## src/rtl/hazard_forward_ctrl.sv

```systemverilog
// hazard_forward_ctrl
// EX-stage operand forwarding and hazard control for a 5-stage MIPS pipeline.
// A shadow pipeline of destination info (EX, MEM, WB) sits beside the ID
// decoder. Forward selects are registered as an instruction enters EX. Load-use
// and HI/LO (mult/div) hazards hold PC and IF_ID and insert an ID_EX bubble.

module hazard_forward_ctrl #(
  parameter int REG_W      = 5,
  parameter int MULDIV_LAT = 4,
  parameter int CNT_W      = 3
) (
  input  logic             clk,
  input  logic             reset,
  input  logic             id_valid,
  input  logic [REG_W-1:0] id_rs,
  input  logic [REG_W-1:0] id_rt,
  input  logic             id_uses_rs,
  input  logic             id_uses_rt,
  input  logic [REG_W-1:0] id_rd,
  input  logic             id_regwrite,
  input  logic             id_memread,
  input  logic             id_is_muldiv,
  input  logic             id_reads_hilo,
  input  logic             flush_id,
  output logic [1:0]       fwd_a_sel,
  output logic [1:0]       fwd_b_sel,
  output logic             pc_write_en,
  output logic             if_id_write_en,
  output logic             id_ex_bubble,
  output logic             muldiv_start,
  output logic             hilo_busy
);

  // Operand mux encoding seen by the EX stage datapath.
  typedef enum logic [1:0] {
    FWD_ID_EX  = 2'b00,
    FWD_MEM_WB = 2'b01,
    FWD_EX_MEM = 2'b10
  } fwdSel_e;

  // Destination info carried down every shadow stage.
  typedef struct packed {
    logic             valid;
    logic [REG_W-1:0] rd;
    logic             regwrite;
    logic             memread;
  } dstInfo_t;

  // The EX stage also remembers which sources its instruction reads.
  typedef struct packed {
    dstInfo_t         dst;
    logic [REG_W-1:0] rs;
    logic [REG_W-1:0] rt;
    logic             usesRs;
    logic             usesRt;
  } exInfo_t;

  exInfo_t          exStage;
  dstInfo_t         memStage;
  dstInfo_t         wbStage;
  logic [CNT_W-1:0] busyCnt;

  logic             loadUse;
  logic             hiloHzd;
  logic             stall;
  logic             bubble;
  logic             issueMuldiv;
  exInfo_t          idEntry;
  fwdSel_e          fwdANext;
  fwdSel_e          fwdBNext;

  // Choose the newest in-flight producer of src. 'newer' is the instruction
  // that will sit in EX_MEM next cycle, 'older' the one that will sit in MEM_WB.
  // Register 0 is hardwired, so it is never forwarded.
  function automatic fwdSel_e pickSource(input logic             uses,
                                         input logic [REG_W-1:0] src,
                                         input dstInfo_t         newer,
                                         input dstInfo_t         older);
    if (!uses || src == '0)                  return FWD_ID_EX;
    if (newer.regwrite && newer.rd == src)   return FWD_EX_MEM;
    if (older.regwrite && older.rd == src)   return FWD_MEM_WB;
    return FWD_ID_EX;
  endfunction

  // Hazard detection against the instruction currently in EX and the mult/div counter.
  assign loadUse = exStage.dst.memread & exStage.dst.regwrite & (exStage.dst.rd != '0) &
                   ((id_uses_rs & (id_rs == exStage.dst.rd)) |
                    (id_uses_rt & (id_rt == exStage.dst.rd)));
  assign hiloHzd = (id_reads_hilo | id_is_muldiv) & (busyCnt != '0);

  // A squashed instruction never stalls: the fetch of the branch target must proceed.
  assign stall          = id_valid & ~flush_id & (loadUse | hiloHzd);
  assign bubble         = stall | flush_id | ~id_valid;
  assign issueMuldiv    = id_is_muldiv & ~bubble;

  assign pc_write_en    = ~stall;
  assign if_id_write_en = ~stall;
  assign id_ex_bubble   = bubble;
  assign hilo_busy      = (busyCnt != '0);

  // Build the EX-stage entry for the ID instruction and its forward selects.
  always_comb begin
    // NOTE: every output of this block gets a default first, so no path can leave one unassigned and infer a latch.
    idEntry  = '0;
    fwdANext = FWD_ID_EX;
    fwdBNext = FWD_ID_EX;
    if (!bubble) begin
      idEntry.dst.valid    = 1'b1;
      idEntry.dst.rd       = id_rd;
      idEntry.dst.regwrite = id_regwrite;
      idEntry.dst.memread  = id_memread;
      idEntry.rs           = id_rs;
      idEntry.rt           = id_rt;
      idEntry.usesRs       = id_uses_rs;
      idEntry.usesRt       = id_uses_rt;
      fwdANext = pickSource(id_uses_rs, id_rs, exStage.dst, memStage);
      fwdBNext = pickSource(id_uses_rt, id_rt, exStage.dst, memStage);
    end
  end

  // Shadow pipeline advances every cycle; a bubble enters EX as all zeros.
  always_ff @(posedge clk) begin
    if (!reset) begin
      exStage  <= '0;
      memStage <= '0;
      wbStage  <= '0;
    end else begin
      // NOTE: non-blocking assignments read the pre-edge values, so all three stages shift together regardless of statement order.
      exStage  <= idEntry;
      memStage <= exStage.dst;
      wbStage  <= memStage;
    end
  end

  // Forward selects are registered so they are stable for the whole EX cycle.
  always_ff @(posedge clk) begin
    if (!reset) begin
      fwd_a_sel <= FWD_ID_EX;
      fwd_b_sel <= FWD_ID_EX;
    end else begin
      fwd_a_sel <= fwdANext;
      fwd_b_sel <= fwdBNext;
    end
  end

  // HI/LO occupancy counter and the start pulse for the mult/div unit.
  always_ff @(posedge clk) begin
    if (!reset) begin
      busyCnt      <= '0;
      muldiv_start <= 1'b0;
    end else begin
      muldiv_start <= issueMuldiv;
      if (issueMuldiv) begin
        busyCnt <= CNT_W'(MULDIV_LAT);
      end else if (busyCnt != '0) begin
        busyCnt <= busyCnt - CNT_W'(1);
      end
    end
  end

  // Fields below do not feed the select/stall logic; they keep stage alignment
  // visible for the consistency properties and for waveform debug.
  logic unusedShadow;
  assign unusedShadow = ^{exStage.dst.valid, exStage.rs, exStage.rt, exStage.usesRs,
                          exStage.usesRt, memStage, wbStage};

  // A registered EX_MEM select must point at the producer now in MEM, which
  // can never be a load (that case stalls instead).
  assert property (@(posedge clk) disable iff (!reset)
    (fwd_a_sel == FWD_EX_MEM) |-> (exStage.usesRs && exStage.rs != '0 && memStage.regwrite &&
                                   !memStage.memread && memStage.rd == exStage.rs));
  assert property (@(posedge clk) disable iff (!reset)
    (fwd_b_sel == FWD_EX_MEM) |-> (exStage.usesRt && exStage.rt != '0 && memStage.regwrite &&
                                   !memStage.memread && memStage.rd == exStage.rt));

  // A registered MEM_WB select must point at the producer now in WB, with no newer match in MEM.
  assert property (@(posedge clk) disable iff (!reset)
    (fwd_a_sel == FWD_MEM_WB) |-> (exStage.usesRs && exStage.rs != '0 && wbStage.regwrite &&
                                   wbStage.rd == exStage.rs &&
                                   !(memStage.regwrite && memStage.rd == exStage.rs)));
  assert property (@(posedge clk) disable iff (!reset)
    (fwd_b_sel == FWD_MEM_WB) |-> (exStage.usesRt && exStage.rt != '0 && wbStage.regwrite &&
                                   wbStage.rd == exStage.rt &&
                                   !(memStage.regwrite && memStage.rd == exStage.rt)));

  // Encoding 11 is unused; the counter never exceeds its load value.
  assert property (@(posedge clk) disable iff (!reset)
    (fwd_a_sel != 2'b11) && (fwd_b_sel != 2'b11) && (busyCnt <= CNT_W'(MULDIV_LAT)));

  // The start pulse coincides with a freshly loaded counter.
  assert property (@(posedge clk) disable iff (!reset)
    muldiv_start |-> (busyCnt == CNT_W'(MULDIV_LAT)));

endmodule

```

## config.mk

```make
export PLATFORM = sky130hd
export DESIGN_NAME = hazard_forward_ctrl
export DESIGN_NICKNAME = d
export VERILOG_FILES = /design/src/rtl/hazard_forward_ctrl.sv
export SDC_FILE = /design/constraint.sdc
export NUM_CORES = 1
export LEC_CHECK = 0
export BUFFER_PORTS_ARGS = -buffer_cell sky130_fd_sc_hd__clkbuf_2
export CAP_MARGIN = 20
export CELL_PAD_IN_SITES_DETAIL_PLACEMENT = 0
export CELL_PAD_IN_SITES_GLOBAL_PLACEMENT = 2
export CORE_MARGIN = 2
export CORE_UTILIZATION = 29
export DETAILED_ROUTE_END_ITERATION = 12
export HOLD_SLACK_MARGIN = 0.15
export PLACE_DENSITY_LB_ADDON = 0.1
export SLEW_MARGIN = 10
export SYNTH_ARGS = -nofsm -noshare
export SYNTH_HDL_FRONTEND = slang
export SYNTH_SLANG_ARGS = --single-unit
export TNS_END_PERCENT = 100
```

## constraint.sdc

```tcl
create_clock -name clk -period 2.3 [get_ports clk]
set_clock_uncertainty 0.15 [all_clocks]
set_input_delay 0.115 -clock clk [delete_from_list [all_inputs] [get_ports clk]]
set_output_delay 0.115 -clock clk [all_outputs]
set_load 0.005 [all_outputs]
```

==> impl_metrics.py, run 1 <==
metrics = {
    "floorplanning": {
        "die_w_microns": 64.5,
        "core_sq_um": 3420,
        "io-pin-count": 34,
        "die-area_sq_um": 4160,
        "die_y_microns": 64.5,
        "start_util_pct": 31.1,
        "rows": 21,
    },
    "grt": {
        "grt_use_total_pct": 14.0,
        "met3_usage_pct": 2.78,
        "busiest_layer": "met2",
        "grt_max_degree": 12,
        "grt_pass1_wl_microns": 4600,
        "antenna_found_initial": 0,
        "use_met2_pct": 23.3,
        "met1_usage_pct": 18.1,
        "gr-total-overflow": 0,
        "grt_pass1_vias": 1035,
    },
    "worst_setup_path": {
        "r2r_end": "fwd_b_sel[1]",
        "crit_fanout": 9,
        "worstRegToRegCells": 6,
        "arrival_ps": 2260,
        "critical_path_class": "in2reg",
        "r2r_start": "exStage[15]",
        "worst_ep_required_time_ps": 2400,
        "cp-start-kind": "primary input",
        "end_kind": "flip-flop",
        "ff2ff_setup_slack_ps": 250,
    },
    "power": {
        "ir_drop_v": 0.000219,
        "powerDensity_nw_per_um2": 678,
        "p_leak_uw": 0.000667,
    },
    "timing": {
        "max_freq_mhz": 462,
        "setup_viol": 0,
        "relSlewSlack_pct": 68.6,
        "finalHoldViolations": 0,
        "finalHoldWorstSlack_ps": 175,
        "tightest_slew_ps": 467,
        "period_minus_slack_ps": 2160,
        "fin_crit_sh_pct": 94.0,
        "slew_violations": 0,
    },
    "drt": {
        "wl_microns": 2660,
        "vias_per_cell": 4.48,
        "vias": 985,
        "drcViolationCount": 0,
        "antenna_left": 0,
        "firstDrtPassIters": 4,
        "drt-wirelength-per-cell_microns": 12.1,
        "drt_iter0_markers": 31,
    },
    "placement": {
        "io_buffers": 33,
        "hpwl_microns": 2050,
        "placed_cells": 193,
        "finalWeightedCongestion": 0.782,
    },
    "logic_synthesis": {
        "synth-edff-count": 0,
        "ys_ff_latch": 21,
        "syn_avg_cell_area_sq_um": 9.23,
        "ys_seq_area_share_pct": 39.6,
        "synth_area_leaders": "dfxtp_1 40%, xnor2_1 9.9%, xor2_1 6.6%",
        "async_reset_ff_share_pct": 0,
        "synth_cells": 115,
        "syn_area_sq_um": 1060,
        "yosysUniqueCellTypes": 32,
        "synth_top_area_share_pct": 39.6,
        "yosys_warnings": 0,
        "synth_ff_type": "dfxtp_1",
        "mappedNetlistNets": 142,
        "synth_top_cell_by_area": "dfxtp_1",
    },
    "finish": {
        "area_growth_pct": 43.7,
        "layout.nets": 202,
        "num_antenna_cells": 0,
        "drive_above_1_share_pct": 31.6,
        "fillers": 366,
        "finalNonFillerCells": 220,
    },
    "run_status": {
        "status": "completed",
    },
    "hold_path": {
        "worstHoldPathCells": 5,
        "whs_endpoint": "fwd_b_sel[1]",
        "hold_class": "in2reg",
        "min_from": "id_rt[1]",
    },
    "clock_network": {
        "root_buffer": "clkbuf_4",
        "cts.sinks": 21,
        "path_clk_slew_ps": 120,
        "cts_tree": "yes",
        "cts_buffers": 3,
        "insertion_delay_ps": 300,
        "clock_path_buffers": 2,
        "htree_levels": 1,
    },
    "run": {
        "drv_cap": 0,
    },
}
## synthesized netlist by cell type (2+ instances only)
cell and n:
nor2b_1 2, dfxtp_1 21, inv_1 3, nor4_1 4, xnor2_1 12, or4_1 2
and2_1 6, ha_1 2, xor2_1 8, o21ai_0 4, nor2_1 13, nand2_1 12
nand3_1 5, a41oi_1 2, nand4_1 2
## registers in the layout (all words and copies together) (netlist names)
| register | flops |
|---|---|
| fwd_a_sel | 2 |
| exStage | 7 |
| memStage | 6 |
| muldiv_start | 1 |
| busyCnt | 3 |
| fwd_b_sel | 2 |
## area by class of cell
| cell class | instances | area [sq um] | area share [%] |
|---|---|---|---|
| clock buffer | 4 | 26.3 | 1.72 |
| multi-input combinational | 87 | 603 | 39.5 |
| tap | 46 | 57.6 | 3.77 |
| timing repair buffer | 59 | 405 | 26.6 |
| sequential | 21 | 422 | 27.6 |
| inverter | 3 | 11.3 | 0.738 |
## routing by layer
| metal | share of wire, % | vias to the layer above |
|---|---|---|
| met3 | 4.0 | 4 |
| li1 | - | 514 |
| met4 | 1.4 | 0 |
| met2 | 47 | 23 |
| met1 | 47 | 444 |
| met5 | 0 | - |
## kinds of logic (layout without fill, tap and decap cells)
family	count (synthesis)	after routing	share of synthesized area [%]
compound gates	11	11	9.79
buf+inv	7	66	3.54
flops	21	21	39.6
fa+ha+maj	2	2	2.36
xor+xnor	20	20	16.5
mux	1	1	1.06
simple gates	53	53	27.1
## placed cells by master (no fill, tap or decap), types with 2 or more instances in the layout
| master | instances |
|---|---|
| ha_1 | 2 |
| dlygate4sd3_1 | 18 |
| nor2_1 | 13 |
| xor2_1 | 8 |
| nor2b_1 | 2 |
| nor4_1 | 4 |
| dfxtp_1 | 20 |
| xnor2_1 | 12 |
| clkbuf_2 | 33 |
| nand3_1 | 5 |
| o21ai_0 | 4 |
| and2_1 | 6 |
| nand2_1 | 12 |
| a41oi_1 | 2 |
| inv_1 | 3 |
| clkbuf_4 | 3 |
| buf_4 | 8 |
| nand4_1 | 2 |
| or4_1 | 2 |
## power breakdown
group	switching (uW)	internal, uW	leakage (uW)
Combinational	212	216	0.000481
Sequential	25.9	400	0.000171
Clock	113	67.4	0.0000150
Total	351	683	0.000667
## how the worst max path moves through the flow
stage | end | slack, ps | start
6_report | fwd_a_sel[0] | 140 | flush_id
5_1_grt | id_ex_bubble | -10 | exStage[15]
4_1_cts | id_ex_bubble | 20 | exStage[16]
3_5_place_dp | pc_write_en | 150 | exStage[16]
3_3_place_gp | pc_write_en | 200 | exStage[16]
2_1_floorplan | pc_write_en | 370 | exStage[16]
## metrics by stage
stage | TNS, ps | cell area [sq um] | worst slack (ps) | power (uW) | util (%)
floorplan | 0 | 1060 | 373 | 702 | -
global placement | 0 | 1280 | 199 | 821 | 37.5
detailed placement | 0 | 1280 | 147 | 820 | 37.5
CTS | 0 | 1490 | 19.2 | 1050 | 43.7
global route | -13.2 | 1530 | -13.2 | 1120 | 44.7
finish | 0 | 1530 | 137 | 1030 | 44.7
## critical path: stages
cell and delay [ps]:
dlygate4sd3_1 530, clkbuf_2 110, nor2b_1 90, dlygate4sd3_1 540, buf_4 130, and2_1 330
nand3_1 130, and4b_2 290
## what timing repair did
item	in CTS	in global routing
endpoints found under the setup margin	2	1
buffers inserted	1	4
resized for setup	0	1
hold buffers	18	0
hold endpoints to repair	20	0
pin swaps	1	3
No activity file was read; power rests on OpenSTA's default activity.
==> inputs of run 2 (changes only) <==
Settings changed: CORE_UTILIZATION 29 to 26.
Clock period 2.3 ns to 1.93 ns, I/O delays scaled along.
==> run 2 against run 1 <==
Net effect: the flow now finishes with violations (negative setup slack); final area increased by 4.2%; wire length increased by 4.7%; combinational power increased by 37%; core utilization decreased by 4.6 points; critical path type is now reg2out; largest cell class unchanged.
==> impl_metrics.py, run 2 (synthesis results as in run 1) <==
metrics = {
    "timing": {
        "fin_crit_sh_pct": 105,
        "period_minus_slack_ps": 2020,
        "slew_violations": 0,
        "max_freq_mhz": 495,
        "tightest_slew_ps": 483,
        "setup_slack_ps": -88.6,
        "rsz0062_at_grt": "yes",
        "relSlewSlack_pct": 67.4,
        "finalHoldViolations": 0,
        "setup_viol": 9,
    },
    "floorplanning": {
        "rows": 23,
        "die_w_microns": 67.9,
        "die_y_microns": 67.9,
        "die-area_sq_um": 4610,
        "start_util_pct": 26.7,
        "core_sq_um": 3970,
        "io-pin-count": 34,
    },
    "finish": {
        "largest_register": "exStage",
        "ff_latch_area_sq_um": 424,
        "reg.largest.list": "exStage: 7 flops, memStage: 6 flops, busyCnt: 3 flops",
        "multi_input_area_sq_um": 658,
        "drive_above_1_share_pct": 42.0,
        "layout.nets": 202,
        "utilization_pct": 40.0,
        "num_antenna_cells": 0,
        "fillers": 419,
        "area_growth_pct": 49.8,
        "largest_reg_flops": 7,
        "most-common-layout-cells": "33 x clkbuf_2, 18 x dfxtp_1, 15 x buf_4, 13 x nor2_1",
        "mostFrequentLayoutCell": "clkbuf_2",
        "final_area_sq_um": 1590,
        "finalNonFillerCells": 224,
    },
    "grt": {
        "grt_pass1_wl_microns": 4750,
        "grt_max_degree": 12,
        "met1_usage_pct": 17.4,
        "gr-total-overflow": 0,
        "grt_pass1_vias": 996,
        "antenna_found_initial": 0,
        "met3_usage_pct": 3.13,
        "use_met2_pct": 24.5,
        "busiest_layer": "met2",
        "grt_use_total_pct": 14.2,
    },
    "worst_setup_path": {
        "ff2ff_setup_slack_ps": -10,
        "worst_ep_required_time_ps": 1680,
        "crit_fanout": 4,
        "r2r_end": "exStage[15]",
        "end_kind": "output pin",
        "cp-start-kind": "flip-flop",
        "arrival_ps": 1770,
        "r2r_start": "exStage[15]",
        "worstRegToRegCells": 7,
        "critical_path_class": "reg2out",
    },
    "power": {
        "p_leak_uw": 0.000696,
        "ir_drop_v": 0.000378,
        "powerDensity_nw_per_um2": 871,
    },
    "clock_network": {
        "cts_tree": "yes",
        "insertion_delay_ps": 260,
        "htree_levels": 1,
        "cts_buffers": 3,
        "path_clk_slew_ps": 80,
        "clock_path_buffers": 2,
        "cts.sinks": 21,
        "root_buffer": "clkbuf_8",
    },
    "drt": {
        "antenna_left": 0,
        "drt-wirelength-per-cell_microns": 12.4,
        "vias_per_cell": 4.46,
        "firstDrtPassIters": 4,
        "drt_iter0_markers": 33,
        "drcViolationCount": 0,
        "wl_microns": 2780,
        "vias": 999,
    },
    "run": {
        "drv_cap": 0,
    },
    "placement": {
        "dp_worst_setup_slack_ps": -25.1,
        "placed_cells": 205,
        "io_buffers": 33,
        "hpwl_microns": 2270,
        "place_area_sq_um": 1350,
        "finalWeightedCongestion": 0.789,
    },
    "run_status": {
        "status": "finished with violations",
        "violations": "negative setup slack",
    },
    "hold_path": {
        "min_from": "id_reads_hilo",
        "worstHoldPathCells": 5,
        "whs_endpoint": "fwd_a_sel[1]",
        "hold_class": "in2reg",
    },
}
-- run 2: cell types whose count changed in the layout (fill, tap and decap cells not counted), sizes merged --
| cell | before | now |
|---|---|---|
| dlygate4sd3 | 18 | 11 |
| buf | 8 | 15 |
-- run 2: cell type report --
cell class | count | area share [%]
clock buffer | 4 | 2.83
inverter | 3 | 0.709
multi-input combinational | 87 | 41.4
sequential | 21 | 26.7
tap | 50 | 3.94
timing repair buffer | 59 | 24.4
-- run 2: worst max-delay path by stage --
stage           startpoint             end  cells past startpoint  slack [ps]
2_1_floorplan  exStage[16]     pc_write_en                      7          20
3_3_place_gp   exStage[16]  if_id_write_en                      6          20
3_5_place_dp   exStage[16]     exStage[15]                      6         -30
4_1_cts        exStage[15]  if_id_write_en                      6        -110
5_1_grt        exStage[17]    id_ex_bubble                      6        -170
6_report       exStage[15]    id_ex_bubble                      6         -90
-- run 2: worst max-delay path, cell delays in order, from the launching register on --
cell and delay, ps:
dfxtp_2 340, or4_4 540, o211ai_2 140, or3_4 160, o31a_2 150, nand3_2 60
clkbuf_2 110
-- run 2: repair_timing --
item	4_1_cts	5_1_grt
cloned	0	0
resized for setup	6	8
hold endpoints to repair	19	0
setup buffers	3	1
setup endpoints to repair	12	18
pin swaps	7	3
hold buffers	11	0
-- run 2: metal layers --
layer  up-vias  part of all wire (%)
met5         -                     0
met2        21                    50
met1       462                    44
met4         0                   1.3
met3         5                   4.3
li1        511                     -
-- run 2: power by group --
part	total, uW	internal [uW]	switching, uW
sequential	509	477	31.8
combinational	587	300	287
clock	287	147	140
-- run 2: through the flow --
step	hold WS [ps]	total power (uW)	setup TNS (ps)
floorplan	60.3	836	0
global placement	149	1030	0
detailed placement	156	1030	-212
CTS	175	1380	-703
global route	175	1500	-1570
finish	149	1380	-280
==> inputs of run 3 (changes only) <==
Settings changed: BUFFER_PORTS_ARGS -buffer_cell sky130_fd_sc_hd__clkbuf_2 to default, CORE_UTILIZATION 26 to 30, DONT_BUFFER_PORTS from default to 1.
==> run 3 against run 2 <==
Net effect: the flow still finishes with violations (negative setup slack); largest power group unchanged; first-iteration DRC count fell by 61%; sequential cell count did not move; worst setup slack improved by 26 ps; final cell count fell by 7.6%; largest cell class unchanged.
==> impl_metrics.py, run 3 (synthesis results as in run 1) <==
metrics = {
    "floorplanning": {
        "core_sq_um": 3360,
        "io-pin-count": 34,
        "rows": 21,
        "die_w_microns": 63.5,
        "die_y_microns": 63.5,
        "die-area_sq_um": 4030,
        "start_util_pct": 31.5,
    },
    "power": {
        "p_sw_share_pct": 34.0,
        "combPwrFrac_pct": 43.6,
        "power_frac_clock_pct": 16.6,
        "p_switching_uw": 434,
        "powerDensity_nw_per_um2": 796,
        "power_uw": 1280,
        "pwr-share-seq_pct": 39.8,
        "p_leak_uw": 0.000637,
        "p_int_uw": 845,
        "ir_drop_v": 0.000475,
    },
    "timing": {
        "max_freq_mhz": 502,
        "slew_violations": 0,
        "setup_slack_ps": -62.9,
        "period_minus_slack_ps": 1990,
        "tightest_slew_ps": 374,
        "finalHoldViolations": 0,
        "finalHoldWorstSlack_ps": 178,
        "relSlewSlack_pct": 75.0,
        "rsz0062_at_grt": "yes",
        "setup_viol": 12,
        "fin_crit_sh_pct": 103,
    },
    "clock_network": {
        "cts_buffers": 3,
        "clock_path_buffers": 2,
        "cts.sinks": 21,
        "path_clk_slew_ps": 120,
        "htree_levels": 1,
        "root_buffer": "clkbuf_4",
        "insertion_delay_ps": 300,
        "cts_tree": "yes",
    },
    "worst_setup_path": {
        "critical_path_class": "reg2out",
        "crit_chain": "xor2_1, nor4_1, nand3_1, buf_6, o311ai_4, nand2_2",
        "arrival_ps": 1750,
        "worst_ep_required_time_ps": 1680,
        "path_delay_family": "simple AND/OR/NAND/NOR gates",
        "worstRegToRegCells": 7,
        "r2r_start": "exStage[15]",
        "r2r_end": "exStage[13]",
        "end_kind": "output pin",
        "crit_fanout": 3,
        "crit_buf_inv": 1,
        "ff2ff_setup_slack_ps": -50,
        "path_depth": 6,
        "cpPeakStageDelay_ps": 360,
        "slowest_stage": "dfxtp_2",
        "cp-start-kind": "flip-flop",
    },
    "finish": {
        "layout.nets": 189,
        "mostFrequentLayoutCell": "dlygate4sd3_1",
        "largest_register": "exStage",
        "fillers": 359,
        "utilization_pct": 47.8,
        "drive_above_1_share_pct": 23.6,
        "area_growth_pct": 51.4,
        "reg.largest.list": "exStage: 7 flops, memStage: 6 flops, busyCnt: 3 flops",
        "final_area_sq_um": 1610,
        "largest_reg_flops": 7,
        "most-common-layout-cells": "32 x dlygate4sd3_1, 18 x dfxtp_1, 13 x nor2_1, 12 x xnor2_1, 12 x buf_4",
        "num_antenna_cells": 0,
    },
    "placement": {
        "dp_worst_setup_slack_ps": -80.4,
        "hpwl_microns": 2030,
        "io_buffers": 0,
        "finalWeightedCongestion": 0.791,
        "place_area_sq_um": 1160,
    },
    "hold_path": {
        "hold_class": "in2reg",
        "whs_endpoint": "busyCnt[0]",
        "min_from": "id_uses_rs",
        "worstHoldPathCells": 4,
    },
    "drt": {
        "vias": 974,
        "firstDrtPassIters": 4,
        "antenna_left": 0,
        "wl_microns": 2760,
        "drt-wirelength-per-cell_microns": 13.3,
        "drt_iter0_markers": 13,
        "drcViolationCount": 0,
        "vias_per_cell": 4.71,
    },
    "run_status": {
        "status": "finished with violations",
        "violations": "negative setup slack",
    },
    "grt": {
        "grt_pass1_wl_microns": 4640,
        "grt_max_degree": 12,
        "gr-total-overflow": 0,
        "grt_use_total_pct": 15.0,
        "antenna_found_initial": 0,
        "grt_pass1_vias": 992,
    },
    "run": {
        "drv_cap": 0,
    },
}
==> run 3: cell count changes in the layout (fill, tap and decap cells not counted), moves of 2 or more <==
| cell | before | now |
|---|---|---|
| buf_6 | 0 | 2 |
| clkbuf_4 | 0 | 3 |
| clkbuf_8 | 3 | 0 |
| buf_4 | 15 | 12 |
| clkbuf_2 | 33 | 0 |
| dlygate4sd3_1 | 11 | 32 |
==> run 3: power groups by stage <==
stage / Combinational [uW] / Sequential, uW / Clock (uW)
2_1_floorplan: 326 / 511 / 0
3_3_place_gp: 441 / 517 / 0
3_5_place_dp: 449 / 516 / 0
4_1_cts: 544 / 508 / 228
5_1_grt: 620 / 513 / 245
6_report: 557 / 509 / 212
==> run 3: worst register-to-register path, delay by kind of cell (launching register included) <==
| family | cells | cell delay (ps) |
|---|---|---|
| and+or+nand+nor | 3 | 810 |
| DFF | 1 | 350 |
| buffers and inverters | 2 | 340 |
| AOI/OAI and AO/OA | 2 | 260 |
==> run 3: through the flow <==
step,setup TNS [ps],instances
2_1_floorplan,0,115
3_3_place_gp,0,166
3_5_place_dp,-461,166
4_1_cts,-1160,205
5_1_grt,-1460,207
6_report,-549,207
==> run 3: cell type report <==
class / count / area [sq um] / share of cell area, %
clock buffer: 4 / 26.3 / 1.64
sequential: 21 / 427 / 26.6
multi-input combinational: 87 / 652 / 40.6
inverter: 3 / 11.3 / 0.701
tap: 46 / 57.6 / 3.58
timing repair buffer: 46 / 433 / 26.9
==> run 3: what timing repair did <==
item                                    4_1_cts  5_1_grt
endpoints found under the setup margin       10       18
pin swaps                                     7        6
hold endpoints to repair                     21        4
gates resized for setup                       8        8
hold buffers                                 30        2
buffers inserted                              5        0
==> run 3: layer usage <==
metal | vias to the layer above | wire [microns] | track usage [%]
li1 | 489 | - | -
met1 | 456 | 1360 | 19.4
met2 | 27 | 1210 | 23.8
met3 | 2 | 154 | 3.93
met4 | 0 | 34 | 5.71
met5 | - | 0 | 0
==> run 3: worst max-delay path by stage <==
stage                     end  slack (ps)   startpoint
6_report          pc_write_en         -60  exStage[16]
5_1_grt        if_id_write_en        -160  exStage[16]
3_3_place_gp      exStage[16]          20  exStage[16]
2_1_floorplan     pc_write_en          20  exStage[16]
3_5_place_dp      exStage[13]         -80  exStage[16]
4_1_cts        if_id_write_en        -120  exStage[17]
